<file path="config.mk">
export PLATFORM = sky130hd
export DESIGN_NAME = win_check_scheduler
export DESIGN_NICKNAME = d
export VERILOG_FILES = /design/src/rtl/gomoku_pkg.sv /design/src/rtl/win_scan_stepper.sv /design/src/rtl/win_check_scheduler.sv
export SDC_FILE = /design/constraint.sdc
export NUM_CORES = 1
export LEC_CHECK = 0
export CORE_MARGIN = 2
export CORE_UTILIZATION = 58
export DETAILED_ROUTE_END_ITERATION = 12
export PLACE_DENSITY_LB_ADDON = 0.15
export SYNTH_ARGS = -nofsm -noshare
export SYNTH_HDL_FRONTEND = slang
export SYNTH_SLANG_ARGS = --single-unit
</file>
<file path="constraint.sdc">
create_clock -name CLOCK_50 -period 7.2 [get_ports CLOCK_50]
set_input_delay 1.44 -clock CLOCK_50 [delete_from_list [all_inputs] [get_ports CLOCK_50]]
set_output_delay 1.44 -clock CLOCK_50 [all_outputs]
set_load 0.01 [all_outputs]
</file>
<file path="src/rtl/gomoku_pkg.sv">
// gomoku_pkg: board defaults, cell codes, line directions and scheduler states
package gomoku_pkg;
    localparam int DEF_BOARD_N = 15;
    localparam int DEF_WIN_LEN = 5;
    typedef enum logic [1:0] {
        CELL_EMPTY = 2'b00,
        CELL_BLACK = 2'b01,
        CELL_WHITE = 2'b10
    } cell_t;
    // Row/col deltas in scan order: horizontal, vertical, diagonal, anti-diagonal
    localparam logic signed [1:0] DIR_DR [4] = '{2'sd0, 2'sd1, 2'sd1, 2'sd1};
    localparam logic signed [1:0] DIR_DC [4] = '{2'sd1, 2'sd0, 2'sd1, -2'sd1};
    typedef enum logic [1:0] {IDLE, SCAN, FINISH} sched_state_t;
endpackage

</file>
<file path="src/rtl/win_scan_stepper.sv">
// win_scan_stepper: maps (base, direction, step) to a board cell and registers the issue tag
// so it lines up with the board memory's one-cycle read latency
module win_scan_stepper
    import gomoku_pkg::*;
#(
    parameter int BOARD_N = DEF_BOARD_N,
    parameter int WIN_LEN = DEF_WIN_LEN,
    parameter int COORD_W = 4,
    parameter int ADDR_W  = 8
) (
    input  logic                    clk,
    input  logic                    rst_n,
    input  logic                    issue,
    input  logic [COORD_W-1:0]      base_row,
    input  logic [COORD_W-1:0]      base_col,
    input  logic [1:0]              dir,
    input  logic signed [COORD_W:0] k,
    output logic                    in_bounds,
    output logic [ADDR_W-1:0]       addr,
    output logic                    tag_valid,
    output logic                    tag_in_bounds,
    output logic                    tag_first,
    output logic                    tag_last
);
    localparam logic signed [COORD_W:0] K_MAX = (COORD_W+1)'(WIN_LEN - 1);
    localparam logic [COORD_W:0] EDGE = (COORD_W+1)'(BOARD_N);
    logic signed [COORD_W:0] r, c;
    always_comb begin
        r = $signed({1'b0, base_row}) + k * (COORD_W+1)'(DIR_DR[dir]);
        c = $signed({1'b0, base_col}) + k * (COORD_W+1)'(DIR_DC[dir]);
        in_bounds = !r[COORD_W] && !c[COORD_W] && $unsigned(r) < EDGE && $unsigned(c) < EDGE;
        addr = (issue && in_bounds)
            ? ADDR_W'(r[COORD_W-1:0]) * ADDR_W'(BOARD_N) + ADDR_W'(c[COORD_W-1:0]) : '0;
    end
    always_ff @(posedge clk or negedge rst_n) begin
        if (!rst_n) begin
            {tag_valid, tag_in_bounds, tag_first, tag_last} <= '0;
        end else begin
            tag_valid     <= issue;
            tag_in_bounds <= issue && in_bounds;
            tag_first     <= k == -K_MAX;
            tag_last      <= dir == 2'd3 && k == K_MAX;
        end
    end
endmodule

</file>
<file path="src/rtl/win_check_scheduler.sv">
// win_check_scheduler: after each move walks the four lines through the placed stone and
// reports win, no-win or draw; sole owner of the board read port while busy
module win_check_scheduler
    import gomoku_pkg::*;
#(
    parameter int BOARD_N = DEF_BOARD_N,
    parameter int WIN_LEN = DEF_WIN_LEN,
    parameter int COORD_W = 4,
    parameter int ADDR_W  = 8
) (
    input  logic               CLOCK_50,
    input  logic               reset,
    input  logic               start,
    input  logic [COORD_W-1:0] row,
    input  logic [COORD_W-1:0] col,
    input  logic               player,
    input  logic               new_game,
    output logic [ADDR_W-1:0]  mem_addr,
    output logic               mem_rd,
    input  logic [1:0]         mem_data,
    output logic               busy,
    output logic               done,
    output logic               win,
    output logic               draw,
    output logic               winner
);
    localparam int RUN_W  = $clog2(WIN_LEN + 1);
    localparam int MOVE_W = $clog2(BOARD_N * BOARD_N + 1);
    localparam logic [MOVE_W-1:0] FULL = MOVE_W'(BOARD_N * BOARD_N);
    localparam logic signed [COORD_W:0] K_MAX = (COORD_W+1)'(WIN_LEN - 1);
    localparam logic signed [COORD_W:0] K_ONE = (COORD_W+1)'(1);

    sched_state_t            state;
    logic [COORD_W-1:0]      row_q, col_q;
    logic                    player_q, issuing, in_bounds, hit;
    logic                    tag_valid, tag_in_bounds, tag_first, tag_last;
    logic [1:0]              dir;
    logic signed [COORD_W:0] k;
    logic [RUN_W-1:0]        run, run_next;
    logic [MOVE_W-1:0]       moves;

    win_scan_stepper #(
        .BOARD_N(BOARD_N), .WIN_LEN(WIN_LEN), .COORD_W(COORD_W), .ADDR_W(ADDR_W)
    ) u_stepper (
        .clk(CLOCK_50), .rst_n(reset), .issue(issuing), .base_row(row_q), .base_col(col_q),
        .dir(dir), .k(k), .in_bounds(in_bounds), .addr(mem_addr), .tag_valid(tag_valid),
        .tag_in_bounds(tag_in_bounds), .tag_first(tag_first), .tag_last(tag_last)
    );

    // Out-of-board issues carry tag_in_bounds=0, so they break a run like an empty cell
    always_comb begin
        mem_rd   = issuing && in_bounds;
        run_next = (tag_in_bounds && mem_data == (player_q ? CELL_WHITE : CELL_BLACK))
            ? (tag_first ? '0 : run) + RUN_W'(1) : '0;
        hit      = state == SCAN && tag_valid && run_next >= RUN_W'(WIN_LEN);
    end

    always_ff @(posedge CLOCK_50 or negedge reset) begin
        if (!reset) begin
            state <= IDLE;
            {busy, done, win, draw, winner, player_q, issuing} <= '0;
            row_q <= '0;
            col_q <= '0;
            dir   <= '0;
            k     <= '0;
            run   <= '0;
            moves <= '0;
        end else if (new_game) begin
            state <= IDLE;
            {busy, done, win, draw, winner, issuing} <= '0;
            moves <= '0;
        end else begin
            case (state)
                IDLE: if (start) begin
                    row_q    <= row;
                    col_q    <= col;
                    player_q <= player;
                    dir      <= '0;
                    k        <= -K_MAX;
                    issuing  <= 1'b1;
                    busy     <= 1'b1;
                    moves    <= (moves == FULL) ? moves : moves + MOVE_W'(1);
                    state    <= SCAN;
                end
                SCAN: begin
                    if (tag_valid) run <= run_next;
                    if (issuing) begin
                        k       <= (k == K_MAX) ? -K_MAX : k + K_ONE;
                        dir     <= (k == K_MAX) ? dir + 2'd1 : dir;
                        issuing <= !(k == K_MAX && dir == 2'd3);
                    end
                    if (hit || (tag_valid && tag_last)) begin
                        state   <= FINISH;
                        issuing <= 1'b0;
                        done    <= 1'b1;
                        win     <= hit;
                        winner  <= hit ? player_q : winner;
                        draw    <= draw || (!hit && moves == FULL);
                    end
                end
                FINISH: begin
                    state <= IDLE;
                    {busy, done, win} <= '0;
                end
                default: state <= IDLE;
            endcase
        end
    end
endmodule

</file>
# Yosys cells after proc, flatten, opt, wreduce, memory -nomap -nowiden
# Cells that the tools add are included.
[word_totals]
out_inout_bits = 14
reg_bits = 39
wordCells = 130
in_bits = 15
[classes]
add_sub_neg = 7
n_mul = 3
n_lt_le_gt_ge = 4
mux = 46
reduce_logical = 37
eq_ne = 13
bitwise = 2
[op_table]
columns = ["operator", "n"]
rows = [
  ["$mux W8", 5],
  ["$mux W2", 11],
  ["$mux W1", 16],
  ["$mux W5", 3],
  ["$reduce_and A3 Y1", 4],
  ["$reduce_bool A2 Y1", 6],
  ["$add A5 B5 Y5", 2],
  ["$logic_and A1 B1 Y1", 10],
  ["$lt A5 B4 Y1 const B", 2],
  ["$mul A5 B2 Y5", 2],
  ["$pmux W5 S2", 1],
  ["$reduce_and A2 Y1", 5],
  ["$reduce_bool A3 Y1", 3],
  ["$add A8 B1 Y8 const B", 1],
  ["$add A8 B4 Y8", 1],
  ["$bmux W2 S2", 2],
  ["$eq A8 B8 Y1 const B", 1],
  ["$mul A4 B4 Y8 const B", 1],
  ["$pmux W1 S2", 4],
  ["$pmux W2 S2", 2],
  ["$ge A3 B3 Y1 const B", 2],
  ["$mux W3", 2],
  ["$ne A2 B2 Y1 const B", 3],
  ["$add A5 B2 Y5 const B", 1],
  ["17 further kinds", 22],
]

# Depth between registers and ports, before layout
# Gate-level depths: netlist of the first run.
[logic_depth]
word_depth = 12
depth_mapped = 18
mapped_depth_nobuf = 18

# By module
# Synthesis of the first run repeated with hierarchy kept, for this count alone.
[unflattened]
cells_unflattened = 313
area_unflattened_um2 = 3030.4
[by_module_without_submodules]
columns = ["mod", "area_per_inst_um2", "cells_per_inst", "n_inst"]
rows = [
  ["win_check_scheduler", 1757.9, 164, 1],
  ["win_scan_stepper", 1272.5, 149, 1],
]

# Worst setup path after synthesis of the first run
# Ideal clock, no wire load.
[synth_timing]
path_type = "reg2out"
start = "register dir[0]"
end = "output port mem_addr[7]"
t_required_ns = 5.760
n_path_buf = 0
arrival_time_ns = 4.374
stages_incl_launch_ff = 19
setup_slack_ns = 1.386
path_cell_list = "dfrtp_1 -> inv_1 -> ha_1 -> nor2b_1 -> ha_1 -> ha_1 -> xor2_1 -> fa_1 -> inv_1 -> fa_1 -> inv_1 -> fa_1 -> inv_1 -> ha_1 -> a21o_1 -> a21oi_1 -> nand4b_1 -> nand3_1 -> nor3_1"
[synth_via]
elab_chain_cells = 12
elab_cells_between_ends = 22
[synth_rtl]
columns = ["element", "line_no", "text"]
rows = [
  ["start: declaration", "win_check_scheduler.sv:37", "logic [1:0] dir;"],
  ["start signal: assignment", "win_check_scheduler.sv:89", "dir <= (k == K_MAX) ? dir + 2'd1 : dir;"],
  ["$not A2 Y3 (not written as such) (*)", "win_scan_stepper.sv:29, win_scan_stepper.sv:30", ""],
  ["branches (longest 10 deep; another with $mul A4 B4 Y8)", "n/a", ""],
  ["$mux W8 (*)", "win_scan_stepper.sv:33", "? ADDR_W'(r[COORD_W-1:0]) * ADDR_W'(BOARD_N) + ADDR_W'(c[COORD_W-1:0]) : '0;"],
  ["end: declaration", "win_check_scheduler.sv:18", "output logic [ADDR_W-1:0] mem_addr,"],
]
# Mark *: on every way between the ends. The select of a mux whose other input is x is not followed.

# Final worst setup path of the first run
# Same ends and word-level chain as after synthesis.

==> metrics.md, run 1 <==
| Metric | Value |
|---|---|
| Overall routing resource usage | 20.43% |
| Status | finished, final reports clean |
| Post-synthesis sequential area ratio | 32.24% |
| Synth Register Bits | 39 |
| Initial antenna violation count | 0 |
| Share of layout cells above drive strength 1 | 8.986% |
| Peak supply drop | 0.7624 mV |
| H-Tree Depth | 2 |
| Setup Buffers After CTS | 0 |
| Cell family with most CP delay | adder cells |
| Final period utilization | 93.72% |
| Placement Cell Area | 0.003372 mm² |
| Headroom to the max-slew limit | 43.22% |
| CTS buffer count | 5 |
| Max clock buf depth | 2 |
| Post-DR vias/cell | 5.253 |
| Die Area | 0.005813 mm² |
| Worst-path maximum fanout | 6 |
| Drt wl/cell | 13.14 µm |
| DPL Wire Length | 4399 µm |
| Mapped cell area | 0.003027 mm² |
| Syn Nets | 377 |
| Kind of critical path | reg2out |
| Time the worst path needs with I/O delays and setup | 6.748 ns |
| Clock root cell | clkbuf_8 |
| EDFF count, synth | 0 |
| Die height | 76.24 µm |
| Max Fclk | 0.1482 GHz |
| Synthesis Warnings | 0 |
| Core area | 0.005075 mm² |
| Critical path launch point type | flop |
| Clk slew on worst S/H paths | 0.07 ns |
| Vias | 2180 |
| Synth Instances | 314 |
| Vias in the first global route | 2162 |
| Final WL | 5455 µm |
| RD Place Congestion | 0.7771 |
| Port Buffers | 28 |
| Fin. Hold Viols | 0 |
| Synthesized area per cell | 9.639 µm² |
| Initial drt markers | 115 |
| Area contributors post-synth | dfrtp_1, ha_1, fa_1 |
| Setup Total Neg Slack | 0 ns |
| RSZ-0062 raised after global routing | no |
| Hold Crit Class | reg2reg |
| Slew Viols, Final | 0 |
| Async SR Flop Fraction | 100.0% |
| Largest net degree at the start of global routing | 40 |
| CP Data Arrival Time | 5.31 ns |
| Slowest stage delay, CP | 0.57 ns |
| Gate power share | 66.0% |
| Worst path bufs/invs | 5 |
| Worst EP required | 5.76 ns |
| DRC violations left | 0 |
| Final clock skew | 0.007793 ns |
| Die W | 76.24 µm |
| Area delta synth->final | 15.30% |
| Hold Buf Count CTS | 0 |
| Static leakage | 1.613 nW |
| Final setup fails | 0 |
| Final Non-Filler Cells | 415 |
| Antenna-violating nets left | 0 |
| CP Cell Sequence | inv_1 > ha_1 > nor2b_1 > ha_1 > ha_1 > xor2_1 > fa_1 > inv_1 > fa_1 > inv_1 > fa_1 > inv_1 > ha_1 > a21o_1 > a21oi_1 > nand4b_1 > nand3_1 > nor3_1 > clkdlybuf4s50_1 |
| Rows | 26 |
| Pre-antenna DRT Iters | 4 |
| Clk network pwr share | 13.7% |
| Sw Pwr | 0.0005743 W |
| Crit end category | output pin |
| Antenna cell count | 0 |
| Post-synth top area cell | dfrtp_1 |
| Max-Cap Viols | 0 |
| Nets | 407 |
| IO Pins | 29 |
| CTS sink count | 39 |
| Final Instance Area | 0.003490 mm² |
| CTS tree | built |
| Share of the synthesized area in the top cell type | 32.24% |
| Total gr overflow | 0 |
| Pint | 0.0007717 W |
| Pwr/cell area | 385.7 mW/mm² |
| Worst hold slack | 0.4774 ns |
| Tightest Pin Transition | 0.8517 ns |
| Top FF cell, synth | dfrtp_1 |
| First-pass GRT wire length | 9763 µm |
| # resized after CTS | 0 |
| Seq pwr share | 20.4% |
| Synth cell types | 52 |
| Sw Share | 42.67% |
| Slowest-stage cell, CP | clkdlybuf4s50_1 |
| Inst Count DP | 407 |
| Clock Latency Late Sink | 0.29 ns |
| Initial Util | 59.64% |
final timing paths:
check | to | slack [ns] | from | depth (start not counted)
hold / removal | run[1] | 0.48 | run[1] | 2
min in group asynchronous | col_q[0] | 1.25 | reset | 1
setup / recovery | mem_addr[7] | 0.45 | dir[0] | 19
hold reg to reg | run[1] | 0.48 | run[1] | 2
max in group asynchronous | moves[6] | 5.40 | reset | 1
setup reg to reg | u_stepper.tag_in_bounds | 4.08 | dir[0] | 10
layout make-up:
| cell class | count | area, µm² |
|---|---|---|
| multi-input cells | 232 | 1887 |
| clock buffers | 6 | 82.58 |
| fillers | 422 | 1585 |
| well taps | 70 | 87.58 |
| inverters | 37 | 138.9 |
| repair buffers | 29 | 282.8 |
| flip-flops and latches | 39 | 975.9 |
| clock inverters | 2 | 35.03 |
state kept, by name, summed over array words and instances, names as in the netlist, 2 cells and up:
name   flops
col_q      4
dir        2
k          5
moves      8
row_q      4
run        3
state      2
Yosys cell counts (2+ instances only):
cell type  count
nor2_1        20
fa_1          11
xor2_1         9
o31ai_1        2
nor3b_2        2
nand2b_1       5
ha_1          37
nand2_1       24
and3_1         2
nor2b_1        8
a21oi_1        8
o21ba_2        2
nand4_1        4
clkbuf_1       4
o21ai_0       16
nand3_1        8
or2b_1         2
inv_1         37
mux2i_1        2
dfrtp_1       39
xnor2_1       13
nor3_1        15
and4_1         2
a211oi_1       2
mux2_2         8
a21o_1         5
buf_2          2
stage by stage:
step                 power, W  util [%]  setup WS (ns)
detailed placement   0.001171     66.44         0.7589
CTS                  0.001359     68.76         0.4332
floorplan           0.0009627         -          1.386
global placement     0.001135     66.44         0.8441
global route         0.001510     68.76         0.1781
finish               0.001346     68.76         0.4523
metal layers:
metal	track usage (%)	part of all wire, %
met3	3.318	2.7
met2	32.48	47
met1	29.56	50
met4	4.727	0.60
met5	0	0
power by group through the flow:
stage / Combinational [W] / Clock, W / Sequential [W]
2_1_floorplan: 0.000695 / 0 / 0.000267
5_1_grt: 0.00103 / 0.000202 / 0.000279
3_5_place_dp: 0.000892 / 0 / 0.000279
4_1_cts: 0.000895 / 0.000190 / 0.000274
6_report: 0.000888 / 0.000184 / 0.000274
3_3_place_gp: 0.000858 / 0 / 0.000277
kinds of logic (layout without fill, tap and decap cells):
| kind of cell | count (synthesis) | count (layout) | synth area share [%] |
|---|---|---|---|
| xor gates and xnor gates | 23 | 23 | 6.904 |
| DFF | 39 | 39 | 32.24 |
| and+or+nand+nor | 103 | 103 | 18.07 |
| AOI/OAI and AO/OA | 48 | 48 | 11.16 |
| buffers and inverters | 43 | 74 | 5.415 |
| adders and majority gates | 48 | 48 | 22.57 |
| muxes | 10 | 10 | 3.638 |
worst reg2reg max path: cells and delay by family, from the launching register on:
kind,cells,cell delay (ns)
AOI/OAI and AO/OA,1,0.41
xor gates and xnor gates,1,0.31
adders and majority gates,3,1.26
buffers and inverters,2,0.19
DFF,1,0.42
and+or+nand+nor,3,0.38
cell usage in the layout (no fill, tap or decap), types with 9 or more instances in the layout:
| master | n |
|---|---|
| clkdlybuf4s50_1 | 27 |
| nand2_1 | 24 |
| xor2_1 | 9 |
| fa_1 | 11 |
| nor3_1 | 15 |
| ha_1 | 37 |
| xnor2_1 | 13 |
| inv_1 | 37 |
| nor2_1 | 20 |
| o21ai_0 | 16 |
| dfrtp_1 | 39 |
No activity file was read; power rests on OpenSTA's default activity.
==> inputs of run 2 (changes only) <==
- CORE_UTILIZATION: 58 -> 48
==> metrics.md, run 2 (same netlist as run 1, synthesis figures left out) <==
| Metric | Value |
|---|---|
| Max layer used | met4 |
| Cell family with most CP delay | adder cells |
| Setup Buffers After CTS | 0 |
| RSZ-0062 raised after global routing | no |
| Hold path start | run[1] |
| Overall routing resource usage | 16.99% |
| Slowest-stage cell, CP | clkdlybuf4s50_1 |
| Worst path bufs/invs | 5 |
| Tightest Pin Transition | 0.8617 ns |
| Met2 wire len | 2439 µm |
| Slew Viols, Final | 0 |
| Fin. Hold Viols | 0 |
| # resized after CTS | 0 |
| Static leakage | 1.617 nW |
| Final setup fails | 0 |
| Vias in the first global route | 2168 |
| Final clock skew | 0.009125 ns |
| Max Fclk | 0.1486 GHz |
| Status | finished, final reports clean |
| H-Tree Depth | 2 |
| Initial antenna violation count | 0 |
| Drt wl/cell | 13.15 µm |
| DPL Wire Length | 4287 µm |
| Clk slew on worst S/H paths | 0.08 ns |
| CTS tree | built |
| Time the worst path needs with I/O delays and setup | 6.729 ns |
| Vias | 2152 |
| R2r startpoint | dir[0] |
| Critical path startpoint | dir[0] |
| Pwr/cell area | 390.6 mW/mm² |
| Met1 WL | 2910 µm |
| Clock root cell | clkbuf_8 |
| Pwr Total | 0.001371 W |
| Slowest stage delay, CP | 0.56 ns |
| Hold Buf Count CTS | 0 |
| CP Data Arrival Time | 5.29 ns |
| Max-Cap Viols | 0 |
| Crit end category | output pin |
| Max clock buf depth | 2 |
| Commonest cells after routing, fill and taps aside | dfrtp_1, inv_1, ha_1 |
| Antenna-violating nets left | 0 |
| Die height | 83.41 µm |
| Nets | 407 |
| Final Instance Area | 0.003511 mm² |
| Final period utilization | 93.46% |
| Initial drt markers | 82 |
| CP Cell Sequence | inv_1 > ha_1 > nor2b_1 > ha_1 > ha_1 > xor2_1 > fa_1 > inv_1 > fa_1 > inv_1 > fa_1 > inv_1 > ha_1 > a21o_1 > a21oi_1 > nand4b_1 > nand3_1 > nor3_1 > clkdlybuf4s50_1 |
| Pre-antenna DRT Iters | 4 |
| CTS buffer count | 5 |
| Initial Util | 50.52% |
| Peak supply drop | 0.3760 mV |
| Headroom to the max-slew limit | 42.55% |
| Area delta synth->final | 16.00% |
| Kind of critical path | reg2out |
| Setup Total Neg Slack | 0 ns |
| Critical path launch point type | flop |
| Commonest non-fill, non-tap cell in the layout | dfrtp_1 |
| Antenna cell count | 0 |
| Max reg flops | 8 |
| Core area | 0.005991 mm² |
| Worst hold slack | 0.4730 ns |
| Placement Cell Area | 0.003378 mm² |
| DRC violations left | 0 |
| Die W | 83.41 µm |
| Share of layout cells above drive strength 1 | 8.696% |
| Total gr overflow | 0 |
| Final WL | 5521 µm |
| Rows | 28 |
| Hold Crit Class | reg2reg |
| RD Place Congestion | 0.7890 |
| IO Pins | 29 |
| Metal3 WL | 144 µm |
| Largest net degree at the start of global routing | 40 |
| First-pass GRT wire length | 9873 µm |
| Worst EP required | 5.76 ns |
| Worst-path maximum fanout | 6 |
| Regs by FF count | moves x8, k x5 |
| Filler cells | 537 |
| Die Area | 0.006956 mm² |
| Post-DR vias/cell | 5.124 |
| Clock Latency Late Sink | 0.28 ns |
| Port Buffers | 28 |
| CTS sink count | 39 |
| Most flop-heavy register | moves |
==> run 2: tightest hold or removal path, delay by kind of cell (launching register included) <==
kind | cells | cell delay [ns]
DFF | 1 | 0.34
AOI/OAI and AO/OA | 1 | 0.06
and+or+nand+nor | 1 | 0.05
==> run 2: final cells by class <==
class / instances / area [µm²] / share of cell area, %
multi-input cells: 232 / 1887 / 53.74
flip-flops and latches: 39 / 975.9 / 27.80
repair buffers: 29 / 282.8 / 8.054
inverters: 37 / 138.9 / 3.956
well taps: 75 / 93.84 / 2.673
clock buffers: 6 / 72.57 / 2.067
clock inverters: 2 / 60.06 / 1.711
==> run 2: final timing paths <==
check,slack [ns],cells after the start,endpoint
setup reg to reg,4.11,10,u_stepper.tag_in_bounds
hold / removal,0.47,2,run[1]
min in group asynchronous,1.26,1,col_q[0]
hold reg to reg,0.47,2,run[1]
max in group asynchronous,5.38,1,moves[1]
setup / recovery,0.47,19,mem_addr[7]
==> run 2: through the flow <==
step           setup slack [ns]  std cells  util, %
4_1_cts                  0.4382        420    58.60
3_3_place_gp             0.8495        412    56.39
5_1_grt                  0.1320        420    58.60
2_1_floorplan             1.386        314        -
3_5_place_dp             0.7544        412    56.39
6_report                 0.4710        420    58.60
==> run 2: layer usage <==
layer | vias to the layer above | GRT usage (%)
met5 | - | 0
met4 | 0 | 3.130
met3 | 2 | 3.280
met2 | 26 | 26.25
met1 | 1004 | 25.05
li1 | 1120 | -
==> run 2: power breakdown <==
part	internal [W]	total, W	switching, W
registers	0.000246	0.000274	0.0000285
logic	0.000414	0.000884	0.000471
clock network	0.000139	0.000213	0.0000741
total	0.000798	0.00137	0.000573
==> inputs of run 3 (changes only) <==
- CORE_MARGIN: 2 -> 5
==> metrics.md, run 3 (same netlist as run 1, synthesis figures left out) <==
| Metric | Value |
|---|---|
| Status | finished, final reports clean |
| Clock root cell | clkbuf_8 |
| RD Place Congestion | 0.8253 |
| Fin util | 56.01% |
| Clock Latency Late Sink | 0.29 ns |
| Final WL | 5543 µm |
| Largest net degree at the start of global routing | 40 |
| Reg2reg setup slack | 4.10 ns |
| Commonest cells after routing, fill and taps aside | dfrtp_1, inv_1, ha_1 |
| Max-Cap Viols | 0 |
| Max reg flops | 8 |
| Most flop-heavy register | moves |
| IO Pins | 29 |
| Core area | 0.006241 mm² |
| Gate power share | 65.4% |
| Peak supply drop | 0.6131 mV |
| CTS tree | built |
| Pint | 0.0007665 W |
| Hold Crit Endpoint | run[0] |
| Pre-antenna DRT Iters | 4 |
| Seq pwr share | 20.5% |
| Die Area | 0.007993 mm² |
| Crit end category | output pin |
| DRC violations left | 0 |
| Pwr/cell area | 381.9 mW/mm² |
| Reg-to-Reg End | u_stepper.tag_in_bounds |
| CTS buffer count | 5 |
| H-Tree Depth | 2 |
| CTS sink count | 39 |
| Clk network pwr share | 14.1% |
| Overall routing resource usage | 15.40% |
| Initial antenna violation count | 0 |
| Time the worst path needs with I/O delays and setup | 6.791 ns |
| Area delta synth->final | 15.50% |
| Nets | 406 |
| Vias in the first global route | 2120 |
| Tightest Pin Transition | 0.9683 ns |
| Vias | 2174 |
| Filler cells | 586 |
| Cell family with most CP delay | adder cells |
| Critical path launch point type | flop |
| Static leakage | 1.610 nW |
| Headroom to the max-slew limit | 35.10% |
| Commonest non-fill, non-tap cell in the layout | dfrtp_1 |
| Total gr overflow | 0 |
| Initial Util | 48.50% |
| Slowest-stage cell, CP | clkdlybuf4s50_1 |
| Reg2Reg Depth | 10 |
| Clk slew on worst S/H paths | 0.08 ns |
| Final period utilization | 94.31% |
| Rows | 29 |
| Sw Pwr | 0.0005687 W |
| Max clock buf depth | 2 |
| RSZ-0062 raised after global routing | no |
| Hold path depth | 2 |
| Kind of critical path | reg2out |
| Die W | 89.41 µm |
| Worst-path maximum fanout | 6 |
| # resized after CTS | 0 |
| Antenna-violating nets left | 0 |
| R2r startpoint | dir[0] |
| CP Cell Sequence | inv_1 > ha_1 > nor2b_1 > ha_1 > ha_1 > xor2_1 > fa_1 > inv_1 > fa_1 > inv_1 > fa_1 > inv_1 > ha_1 > a21o_1 > a21oi_1 > nand4b_1 > nand3_1 > nor3_1 > clkdlybuf4s50_1 |
| Worst path bufs/invs | 5 |
| Post-DR vias/cell | 5.164 |
| Slowest stage delay, CP | 0.56 ns |
| Port Buffers | 28 |
| Initial drt markers | 96 |
| CP Data Arrival Time | 5.35 ns |
| Hold Crit Class | reg2reg |
| Setup Buffers After CTS | 0 |
| Die height | 89.41 µm |
| Max Fclk | 0.1473 GHz |
| Final setup fails | 0 |
| Fin. Hold Viols | 0 |
| Slew Viols, Final | 0 |
| Sw Share | 42.59% |
| Hold path start | run[0] |
| Regs by FF count | moves x8, k x5 |
| DPL Wire Length | 4346 µm |
| Drt wl/cell | 13.17 µm |
| Setup Total Neg Slack | 0 ns |
| Share of layout cells above drive strength 1 | 9.012% |
| Final clock skew | 0.004909 ns |
| First-pass GRT wire length | 9653 µm |
| Hold Buf Count CTS | 0 |
| Worst EP required | 5.76 ns |
| Antenna cell count | 0 |
[run 3: cell count changes in the layout (fill, tap and decap cells not counted), sizes merged]
cell	before	now
bufinv	2	1
clkinv	0	1
buf	2	1
[run 3: cell type report]
type,instances,area (µm²),area share (%)
clock buffers,6,82.58,2.362
clock inverters,2,35.03,1.002
inverters,37,138.9,3.973
multi-input cells,232,1892,54.12
flip-flops and latches,39,975.9,27.92
well taps,77,96.34,2.756
repair buffers,28,275.3,7.874
[run 3: how the worst max path moves through the flow]
stage | cells past startpoint | to | slack (ns) | start
floorplan | 18 | mem_addr[7] | 1.39 | dir[0]
global placement | 19 | mem_addr[7] | 0.83 | dir[0]
detailed placement | 19 | mem_addr[7] | 0.73 | dir[0]
CTS | 19 | mem_addr[7] | 0.41 | dir[0]
global route | 19 | mem_addr[7] | 0.12 | dir[0]
finish | 19 | mem_addr[7] | 0.41 | dir[0]
[run 3: routing by layer]
layer	share of wire (%)	track usage (%)	vias to the layer above
met5	0	0	-
met4	1.2	4.736	0
met3	2.8	2.765	9
met2	44	23.38	26
met1	52	22.36	1020
li1	-	-	1119
[run 3: through the flow]
stage	std cells	cell area, µm²	hold WS, ns	power, W	setup WS (ns)
finish	421	3496	0.4758	0.001335	0.4094
CTS	421	3496	0.4788	0.001357	0.4061
detailed placement	413	3378	0.4625	0.001163	0.7337
global placement	413	3378	0.4549	0.001152	0.8304
floorplan	314	3027	0.3614	0.0009627	1.386
global route	421	3496	0.5010	0.001490	0.1232
[run 3: power groups by stage]
stage          logic [W]  registers (W)  clock network, W
6_report        0.000874       0.000274          0.000188
2_1_floorplan   0.000695       0.000267                 0
5_1_grt          0.00101       0.000278          0.000199
4_1_cts         0.000890       0.000274          0.000193
3_5_place_dp    0.000885       0.000278                 0
3_3_place_gp    0.000875       0.000277                 0
[run 3: worst reg2reg max path, cell delays in order (launching register included)]
cell and delay (ns):
dfrtp_1 0.43, ha_1 0.31, inv_1 0.11, nor2_1 0.14, fa_1 0.46, ha_1 0.30
a21o_1 0.17, a21oi_2 0.14, xor2_1 0.29, o2111ai_2 0.31, nor2_1 0.32
